`config.mk`:
```
export PLATFORM = sky130hd
export DESIGN_NAME = layer_scheduler
export DESIGN_NICKNAME = d
export VERILOG_FILES = /design/src/rtl/layer_scheduler.sv
export SDC_FILE = /design/constraint.sdc
export NUM_CORES = 1
export LEC_CHECK = 0
export CORE_ASPECT_RATIO = 0.7
export CORE_MARGIN = 2
export CORE_UTILIZATION = 40
export CTS_CLUSTER_SIZE = 20
export DETAILED_ROUTE_END_ITERATION = 7
export GPL_ROUTABILITY_DRIVEN = 1
export PLACE_DENSITY = 0.59
export SETUP_SLACK_MARGIN = 0.15
export SKIP_CTS_REPAIR_TIMING = 1
export SYNTH_ARGS = -nofsm -noshare
export SYNTH_HDL_FRONTEND = slang
export SYNTH_SLANG_ARGS = --single-unit
```
`constraint.sdc`:
```
create_clock -name clk -period 3.7 [get_ports clk]
set_input_delay 0.555 -clock clk [delete_from_list [all_inputs] [get_ports clk]]
set_output_delay 0.555 -clock clk [all_outputs]
set_load 0.05 [all_outputs]
```
`src/rtl/layer_scheduler.sv`:
```
// Time-multiplexed sequencer for one fully-connected layer. One shared MAC serves
// every output neuron, and the block keeps a running signed argmax over the neuron sums.
module layer_scheduler #(
    parameter int NUM_IN  = 785,
    parameter int NUM_OUT = 10,
    parameter int ACC_W   = 26,
    parameter int ADDR_W  = 10,
    parameter int IDX_W   = 4
) (
    input  logic                     clk,
    input  logic                     rst,
    input  logic                     Input_Valid,
    output logic                     busy,
    output logic [ADDR_W-1:0]        rd_addr,
    output logic [IDX_W-1:0]         wgt_sel,
    output logic                     mac_clr,
    output logic                     mac_en,
    input  logic                     acc_valid,
    input  logic signed [ACC_W-1:0]  acc_result,
    output logic [IDX_W-1:0]         Out_class,
    output logic signed [ACC_W-1:0]  Out_score,
    output logic                     Output_Valid
);

    typedef enum logic [2:0] {
        IDLE,
        CLEAR,
        FEED,
        DRAIN,
        COMPARE,
        DONE
    } state_t;

    localparam logic [ADDR_W-1:0] LAST_E = ADDR_W'(NUM_IN - 1);
    localparam logic [IDX_W-1:0]  LAST_N = IDX_W'(NUM_OUT - 1);

    state_t                   state;
    logic [IDX_W-1:0]         n;
    logic [IDX_W-1:0]         best_class;
    logic [IDX_W-1:0]         next_class;
    logic signed [ACC_W-1:0]  sum_q;
    logic signed [ACC_W-1:0]  best_score;
    logic signed [ACC_W-1:0]  next_score;
    logic                     take;

    // Strict signed compare: on ties the earlier (lower) index keeps the lead.
    always_comb begin
        take       = (n == '0) || (sum_q > best_score);
        next_class = take ? n : best_class;
        next_score = take ? sum_q : best_score;
    end

    // rd_addr doubles as the element counter; it is zeroed whenever mac_en drops.
    always_ff @(posedge clk or negedge rst) begin
        if (!rst) begin
            state        <= IDLE;
            n            <= '0;
            sum_q        <= '0;
            best_class   <= '0;
            best_score   <= '0;
            busy         <= 1'b0;
            rd_addr      <= '0;
            wgt_sel      <= '0;
            mac_clr      <= 1'b0;
            mac_en       <= 1'b0;
            Out_class    <= '0;
            Out_score    <= '0;
            Output_Valid <= 1'b0;
        end else begin
            mac_clr      <= 1'b0;
            Output_Valid <= 1'b0;
            case (state)
                IDLE: begin
                    if (Input_Valid) begin
                        state   <= CLEAR;
                        n       <= '0;
                        busy    <= 1'b1;
                        mac_clr <= 1'b1;
                        wgt_sel <= '0;
                    end
                end
                CLEAR: begin
                    state   <= FEED;
                    mac_en  <= 1'b1;
                    rd_addr <= '0;
                    wgt_sel <= n;
                end
                FEED: begin
                    if (rd_addr == LAST_E) begin
                        state   <= DRAIN;
                        mac_en  <= 1'b0;
                        rd_addr <= '0;
                    end else begin
                        rd_addr <= rd_addr + ADDR_W'(1);
                    end
                end
                DRAIN: begin
                    if (acc_valid) begin
                        sum_q <= acc_result;
                        state <= COMPARE;
                    end
                end
                COMPARE: begin
                    best_class <= next_class;
                    best_score <= next_score;
                    // Result registers load here so they are already valid in the DONE cycle.
                    if (n == LAST_N) begin
                        state        <= DONE;
                        wgt_sel      <= '0;
                        Out_class    <= next_class;
                        Out_score    <= next_score;
                        Output_Valid <= 1'b1;
                    end else begin
                        state   <= CLEAR;
                        n       <= n + IDX_W'(1);
                        wgt_sel <= n + IDX_W'(1);
                        mac_clr <= 1'b1;
                    end
                end
                DONE: begin
                    state <= IDLE;
                    busy  <= 1'b0;
                end
                default: begin
                    state <= IDLE;
                end
            endcase
        end
    end

endmodule

```
; Word level (Yosys, flattened, before mapping)
; Index checks and enable logic that the tools add are counted.
; W data, S select, Z words.
[classes]
reduce_logical = 14
n_addsub = 2
eq_ne = 11
mux = 23
n_lt_le_gt_ge = 1
[ops]
columns = operator, count
row1 = $gt A26 B26 Y1, 1
row2 = $mux W26, 1
row3 = $pmux W10 S2, 1
row4 = $mux W4, 4
row5 = $pmux W3 S5, 1
row6 = $mux W3, 4
row7 = $pmux W4 S3, 1
row8 = $add A10 B1 Y10 const B, 1
row9 = $eq A10 B10 Y1 const B, 1
row10 = $mux W10, 1
row11 = $reduce_and A2 Y1, 5
row12 = $ne A2 B2 Y1 const B, 4
row13 = $pmux W4 S2, 1
row14 = $eq A3 B2 Y1 const B, 2
row15 = $eq A3 B3 Y1 const B, 2
row16 = $mux W1, 6
row17 = $pmux W1 S2, 3
row18 = $reduce_and A3 Y1, 2
row19 = $reduce_bool A2 Y1, 3
row20 = $add A4 B1 Y4 const B, 1
row21 = $eq A4 B4 Y1 const B, 1
row22 = $logic_not A4 Y1, 1
row23 = $eq A3 B1 Y1 const B, 1
row24 = $logic_not A3 Y1, 1
row25 = other kinds (2), 2
[totals]
out_inout_bits = 48
wordCells = 64
regBits = 111
input_bits = 30

; Logic depth before layout (Yosys ltp)
; Gate-level depths: netlist of the first run.
[depth]
depth_word = 3
mapped_depth = 11
ltp_nobuf = 8

; Worst setup path before layout of the first run
; OpenSTA, ideal clock, no wires.
[synth_timing]
path_kind = reg2reg
start = register sum_q[25]
end = register best_score[1]
path_buffers = 2
setup_time_ns = 0.125
path_slack_ns = 0.855
period_less_slack_ns = 2.845
arrival_time_ns = 2.720
required_ns = 3.575
path_stages_with_launch = 10
cell_sequence = dfrtp_1 > ha_1 > nand4_2 > or4_4 > or4_4 > o22a_1 > nand3_2 > buf_6 > buf_12 > mux2_4
[synth_between]
elab_chain_cells = 3
[synth_lines]
columns = element, line_no
row1 = start: declaration, 41  ; logic signed [ACC_W-1:0] sum_q;
row2 = start signal: assignment, 99  ; sum_q <= acc_result;
row3 = $gt A26 B26 Y1, 48  ; take = (n == '0) || (sum_q > best_score);
row4 = $logic_or A1 B1 Y1, 48
row5 = $mux W26, 50  ; next_score = take ? sum_q : best_score;
row6 = end signal: assignment, 105  ; best_score <= next_score;
row7 = end: declaration, 42  ; logic signed [ACC_W-1:0] best_score;
; Every way passes these cells.
; A chain may end at the register's enable or synchronous reset.

; Final worst setup path of the first run
[layout_timing]
start = register sum_q[25]
end = register best_score[20]
; Same word-level chain as after synthesis.

==> results of run 1 <==
[routing by layer]
layer  routed length (µm)  GRT usage  vias up
li1                     -          -     2038
met1                 6760      0.268     2080
met2                 5540      0.272       68
met3                  493     0.0425       15
met4                  171     0.0541        0
met5                    0          0        -
[critical path: stages, from the launching register on]
cell and delay (ns):
dfrtp_1 0.41, ha_1 0.40, nand4_2 0.18, or4_4 0.59, or4_4 0.46, o22a_1 0.22
nand3_2 0.27, buf_12 0.23, mux2_2 0.35
[cell usage after synthesis (all sizes together), types with 2 or more instances]
library cell / number / area (µm²)
a211oi: 4 / 30.0
nor3: 6 / 30.0
o22ai: 3 / 18.8
xnor2: 2 / 17.5
nor2: 43 / 161
a32o: 2 / 20.0
o21a: 2 / 15.0
ha: 31 / 388
inv: 38 / 143
a22oi: 2 / 15.0
buf: 4 / 43.8
a21o: 3 / 22.5
nand4: 9 / 62.6
mux2i: 2 / 20.0
nand3: 35 / 180
or2: 2 / 12.5
o21ai: 52 / 260
nand2b: 8 / 50.1
a31oi: 30 / 188
and4: 2 / 17.5
o211ai: 2 / 15.0
mux2: 54 / 642
and3: 4 / 25.0
a21oi: 14 / 70.1
o31ai: 2 / 15.0
or4: 2 / 22.5
dfrtp: 111 / 2780
nand2: 23 / 86.3
clkbuf: 25 / 93.8
[placed cells by master, fill, tap and decap left out, types with 2 or more instances in the layout]
cell type and n:
dfrtp_1 111, xnor2_1 2, o21a_1 2, mux2_4 9, nor2_1 43, nand3_1 34, ha_1 31, mux2_2 45
and4_1 2, or2_2 2, clkbuf_16 9, a21o_1 3, a32o_1 2, clkdlybuf4s50_1 76, nor3_1 6, buf_4 8
and3_1 4, nand2b_1 8, nand2_1 23, o22ai_1 3, a211oi_1 4, o31ai_1 2, mux2i_1 2, o211ai_1 2
inv_1 38, o21ai_0 51, buf_12 2, a22oi_1 2, a21oi_1 14, clkinv_4 2, nand4_1 8, or4_4 2
clkinv_2 3, a31oi_1 30
[sequential cells by signal, indices dropped and copies added, names as in the netlist]
name	flops
Out_score	26
Out_class	4
sum_q	26
mac_en	1
busy	1
rd_addr	10
state	3
best_score	26
mac_clr	1
wgt_sel	4
Output_Valid	1
n	4
best_class	4
[kinds of logic (layout without fill, tap and decap cells)]
group | after synthesis | count (layout) | synth area share
adders and majority gates | 31 | 31 | 0.0697
xor gates and xnor gates | 3 | 3 | 0.00472
AOI/OAI and AO/OA | 125 | 125 | 0.135
and+or+nand+nor | 138 | 138 | 0.122
muxes | 56 | 56 | 0.119
buffers and inverters | 68 | 141 | 0.0511
DFF | 111 | 111 | 0.499
[area by class of cell]
type                            instances  area [µm²]  area share
Inverter                               39         146      0.0215
Timing Repair Buffer                   86         861       0.126
Multi-Input combinational cell        353        2500       0.367
Clock buffer                            9         225      0.0330
Tap cell                              190         238      0.0348
Clock inverter                          7        71.3      0.0105
Sequential cell                       111        2780       0.407
[power by group through the flow]
stage          combinational, mW  clock [mW]  sequential [mW]
2_1_floorplan               1.48           0             1.86
3_3_place_gp                2.06           0             1.86
3_5_place_dp                2.13           0             1.88
4_1_cts                     2.14        1.01             1.85
5_1_grt                     2.40        1.05             1.92
6_report                    2.12       0.989             1.86
[path summary, 6_finish.rpt]
path	startpoint	cells past startpoint	endpoint	slack (ns)
max in group asynchronous	rst	2	best_score[23]	2.69
max	sum_q[25]	8	best_score[20]	0.46
max reg2reg	sum_q[25]	8	best_score[20]	0.46
min reg2reg	wgt_sel[3]	2	wgt_sel[3]	0.50
min in group clk	wgt_sel[3]	2	wgt_sel[3]	0.50
min	rst	1	best_score[1]	0.25
==> impl_metrics.yaml, run 1 <==
synth:
  ys.warnings.count: 0
  syn-cell-area_um2: 5560
  synth_fp_nets: 593
  share_of_synthesized_registers_carrying_an_async_set_or_reset: 1.00
  synth_cell_type_count: 50
  synth_top_flop_cell: "dfrtp_1"
  synth_seq_cells: 111
  synth_seq_area_share: 0.499
  syn-mean-instance-area_um2: 10.5
  synth_enable_flop_cells: 0
  netlist_instances: 532
route:
  first_pass_iters: 4
  vias: 4201
  detail_route.vias_per_cell: 5.28
  postRouteAntennaNets: 0
  route.final.wire_length_mm: 13.0
  detail_route.wl_per_cell_um: 16.3
  detailedRoute.firstIterationViolations: 202
  route.detailed.drc: 0
final_layout:
  fin_nets: 661
  fraction_of_final_layout_cells_sized_beyond_drive_strength_1: 0.144
  num-fill-cells: 1247
  finalCoreUtilization: 0.497
  insertedDiodeCount: 0
  final-instance-count-excl-fill: 795
  layout-area-overhead-vs-synth_pct: 22.7
  layout.cell_area.non_filler_um2: 6820
worst_setup_path:
  timing.critical_path.to_type: "flop"
  cp.arrival_ns: 3.49
  critPathMaxFanout: 20
  worstSetupPathType: "flop to flop"
  timing.critical_path.from_type: "flop"
  cp_data_required_time_ns: 3.94
clock_tree:
  max-clock-path-buffers: 2
  htreeDepth: 3
  tritoncts_clock_tree: "done"
  clock-root-buffer: "clkbuf_16"
  tritoncts.num_buffers: 9
  sinks_on_clock_net: 111
  clk_pin_slew_worst_paths_ns: 0.08
  clk_latency_ns: 0.36
die:
  floorplan.initialDensity: 0.405
  floorplan_core_area_um2: 13700
  boundaryPins: 78
  floorplan.die_area_um2: 14900
  die_width_um: 145
  dieHeight_um: 103
  fp-row-count: 36
timing:
  fmaxAchievable_mhz: 309
  timing.max_slew.rel_slack: 0.168
  final.setup.worst_slack_ns: 0.459
  holdWs_ns: 0.249
  grt_setup_unrepaired: "no"
  clock-skew-final_ns: 0.0132
  final.period_utilization: 0.876
  timing.final.crit_period_ns: 3.24
  tightest_slew_ns: 1.25
  finalSetupViolations: 0
  final-hold-violation-count: 0
  slew_viol_final: 0
  setup_total_negative_slack_ns: 0
global_routing:
  grt_usage: 0.183
  first_global_vias: 4079
  grt_antenna_before_repair: 0
  overflow: 0
  grt_pass1_wl_mm: 21.4
  grt_start_max_net_pins: 60
power_and_ir_drop:
  combPwrFrac: 0.427
  power_switching_share: 0.409
  design_power_total_mw: 4.97
  cell_internal_pwr_mw: 2.94
  p_per_area_nw_per_um2: 728
  share_clk_of_total_power: 0.199
  seqPwrFrac: 0.374
  power.ir.vdd_worst_v: 0.000334
  p_leak_nw: 3.05
  power.switching_mw: 2.03
place:
  place_area_um2: 6530
  place.detailed.instances: 779
  port_buffers: 77
  dp.final_hpwl_mm: 8.81
  pre_cts_slack_ns: 0.467
  place.gp.congestion: 0.747
flow_run:
  max_cap_viols: 0
run_status:
  run_status: "complete, no violations"
hold_path:
  timing.hold.worst.class: "primary input to async pin"
No activity file was read; power rests on OpenSTA's default activity.
==> run 2, diff against run 1 <==
--- a/config.mk
+++ b/config.mk
@@ -12,6 +12,7 @@
 export DETAILED_ROUTE_END_ITERATION = 7
 export GPL_ROUTABILITY_DRIVEN = 1
 export PLACE_DENSITY = 0.59
+export RECOVER_POWER = 50
 export SETUP_SLACK_MARGIN = 0.15
 export SKIP_CTS_REPAIR_TIMING = 1
 export SYNTH_ARGS = -nofsm -noshare
==> constraint.sdc (replaced) <==
create_clock -name clk -period 3.7 [get_ports clk]
set_input_delay 0.37 -clock clk [delete_from_list [all_inputs] [get_ports clk]]
set_output_delay 0.37 -clock clk [all_outputs]
set_load 0.05 [all_outputs]
==> run 2 against run 1 <==
Compared with the run above:
- the run now ends with max-capacitance violations, max-slew violations left
- largest power group unchanged
- sequential power about the same
- sequential share of layout area down 0.060 points
- sequential cell count is the same
- wire length is 0.13% lower
- power grew 1.2%
==> impl_metrics.yaml, run 2 (synthesis results as in run 1) <==
final_layout:
  finalCoreUtilization: 0.497
  fin_nets: 661
  layout.cells.most_common: "dfrtp_1"
  insertedDiodeCount: 0
  layout.cells.most_common_list: "dfrtp_1 (111), clkdlybuf4s50_1 (76), o21ai_0 (51)"
  layout-area-overhead-vs-synth_pct: 22.9
  top_regs: "Out_score x26, best_score x26, sum_q x26"
  final-instance-count-excl-fill: 795
  fraction_of_final_layout_cells_sized_beyond_drive_strength_1: 0.139
  layout.cell_area.non_filler_um2: 6830
  num-fill-cells: 1266
global_routing:
  overflow: 0
  grt_start_max_net_pins: 60
  grt_usage: 0.186
  first_global_vias: 4215
  grt_antenna_before_repair: 0
  grt_pass1_wl_mm: 22.1
route:
  detail_route.wl_per_cell_um: 16.3
  route.final.wire_length_mm: 12.9
  detail_route.vias_per_cell: 5.28
  detailedRoute.firstIterationViolations: 197
  vias: 4198
  first_pass_iters: 4
  postRouteAntennaNets: 0
  route.detailed.drc: 0
worst_setup_path:
  r2r-end: "best_score[18]"
  cp_data_required_time_ns: 3.94
  r2r_slack_ns: 0.48
  critPathMaxFanout: 20
  worstSetupPathType: "flop to flop"
  cp.arrival_ns: 3.46
  timing.critical_path.to_type: "flop"
  critical_path.startpoint: "sum_q[25]"
  timing.critical_path.from_type: "flop"
  worst-r2r-cell-count: 8
  reg2reg_from: "sum_q[25]"
clock_tree:
  max-clock-path-buffers: 2
  sinks_on_clock_net: 111
  clock-root-buffer: "clkbuf_16"
  clk_latency_ns: 0.35
  htreeDepth: 3
  clk_pin_slew_worst_paths_ns: 0.08
  tritoncts.num_buffers: 9
  tritoncts_clock_tree: "done"
timing:
  finalSetupViolations: 0
  timing.max_slew.rel_slack: -0.960
  timing.final.crit_period_ns: 3.22
  final.period_utilization: 0.871
  clock-skew-final_ns: 0.00813
  fmaxAchievable_mhz: 310
  final.setup.worst_slack_ns: 0.478
  slew_viol_final: 81
  setup_total_negative_slack_ns: 0
  grt_setup_unrepaired: "no"
  final-hold-violation-count: 0
  holdWs_ns: 0.489
  tightest_slew_ns: 2.94
place:
  pre_cts_slack_ns: 0.490
  place_area_um2: 6530
  port_buffers: 77
  place.gp.congestion: 0.743
  place.detailed.instances: 779
  dp.final_hpwl_mm: 8.76
die:
  floorplan.die_area_um2: 14900
  floorplan_core_area_um2: 13700
  floorplan.initialDensity: 0.405
  dieHeight_um: 103
  fp-row-count: 36
  die_width_um: 145
  boundaryPins: 78
power_and_ir_drop:
  p_per_area_nw_per_um2: 735
  power.ir.vdd_worst_v: 0.000351
  p_leak_nw: 3.04
  design_power_total_mw: 5.03
hold_path:
  worst_hold_path_endpoint: "Out_class[2]"
  hp-start: "Out_class[2]"
  whs_path_depth: 2
  timing.hold.worst.class: "flop to flop"
run_status:
  failing_checks: "max-capacitance violations, max-slew violations"
  run_status: "finished with violations"
flow_run:
  max_cap_viols: 2
run 2: changes by cell type in the layout (fill, tap and decap cells not counted), sizes merged:
| cell | previous run | this run |
|---|---|---|
| clkbuf | 9 | 12 |
| clkinv | 6 | 3 |
| buf | 10 | 8 |
| clkinvlp | 0 | 2 |
| bufinv | 1 | 2 |
| inv | 39 | 38 |
run 2: final cells by class:
type | instances | area, µm² | share of cell area
sequential | 111 | 2780 | 0.406
multi-input combinational | 353 | 2500 | 0.367
timing repair buffer | 86 | 853 | 0.125
tap | 190 | 238 | 0.0348
clock buffer | 10 | 229 | 0.0335
inverter | 39 | 146 | 0.0214
clock inverter | 6 | 85.1 | 0.0124
run 2: report_power, final:
group / internal (mW) / leakage [nW] / switching [mW]
Combinational: 0.895 / 1.44 / 1.24
Clock: 0.592 / 0.148 / 0.447
Sequential: 1.52 / 1.46 / 0.338
Total: 3.00 / 3.04 / 2.02
run 2: worst max path at each step:
| stage | end | cells after the start |
|---|---|---|
| 2_1_floorplan | best_score[1] | 9 |
| 3_3_place_gp | best_score[19] | 8 |
| 3_5_place_dp | best_score[18] | 8 |
| 4_1_cts | best_score[18] | 8 |
| 5_1_grt | Out_score[22] | 7 |
| 6_report | best_score[18] | 8 |
run 2: critical path, stage by stage (launching register included):
cell	delay (ns)
dfrtp_1	0.41
ha_1	0.39
nand4_2	0.19
or4_4	0.59
or4_4	0.45
o22a_1	0.22
nand3_2	0.25
buf_12	0.23
mux2_2	0.35
run 2: layer usage:
metal | vias up | GRT usage | share of wire
li1 | 2044 | - | -
met1 | 2070 | 0.278 | 0.53
met2 | 75 | 0.275 | 0.42
met3 | 9 | 0.0425 | 0.036
met4 | 0 | 0.0442 | 0.0080
met5 | - | 0 | 0
==> run 3, diff against run 2 <==
--- a/config.mk
+++ b/config.mk
@@ -10,7 +10,7 @@
 export CORE_UTILIZATION = 40
 export CTS_CLUSTER_SIZE = 20
 export DETAILED_ROUTE_END_ITERATION = 7
-export GPL_ROUTABILITY_DRIVEN = 1
+export GPL_ROUTABILITY_DRIVEN = 0
 export PLACE_DENSITY = 0.59
 export RECOVER_POWER = 50
 export SETUP_SLACK_MARGIN = 0.15
==> results of run 3 <==
Final layout, timing and power as in run 2 (identical DEF).
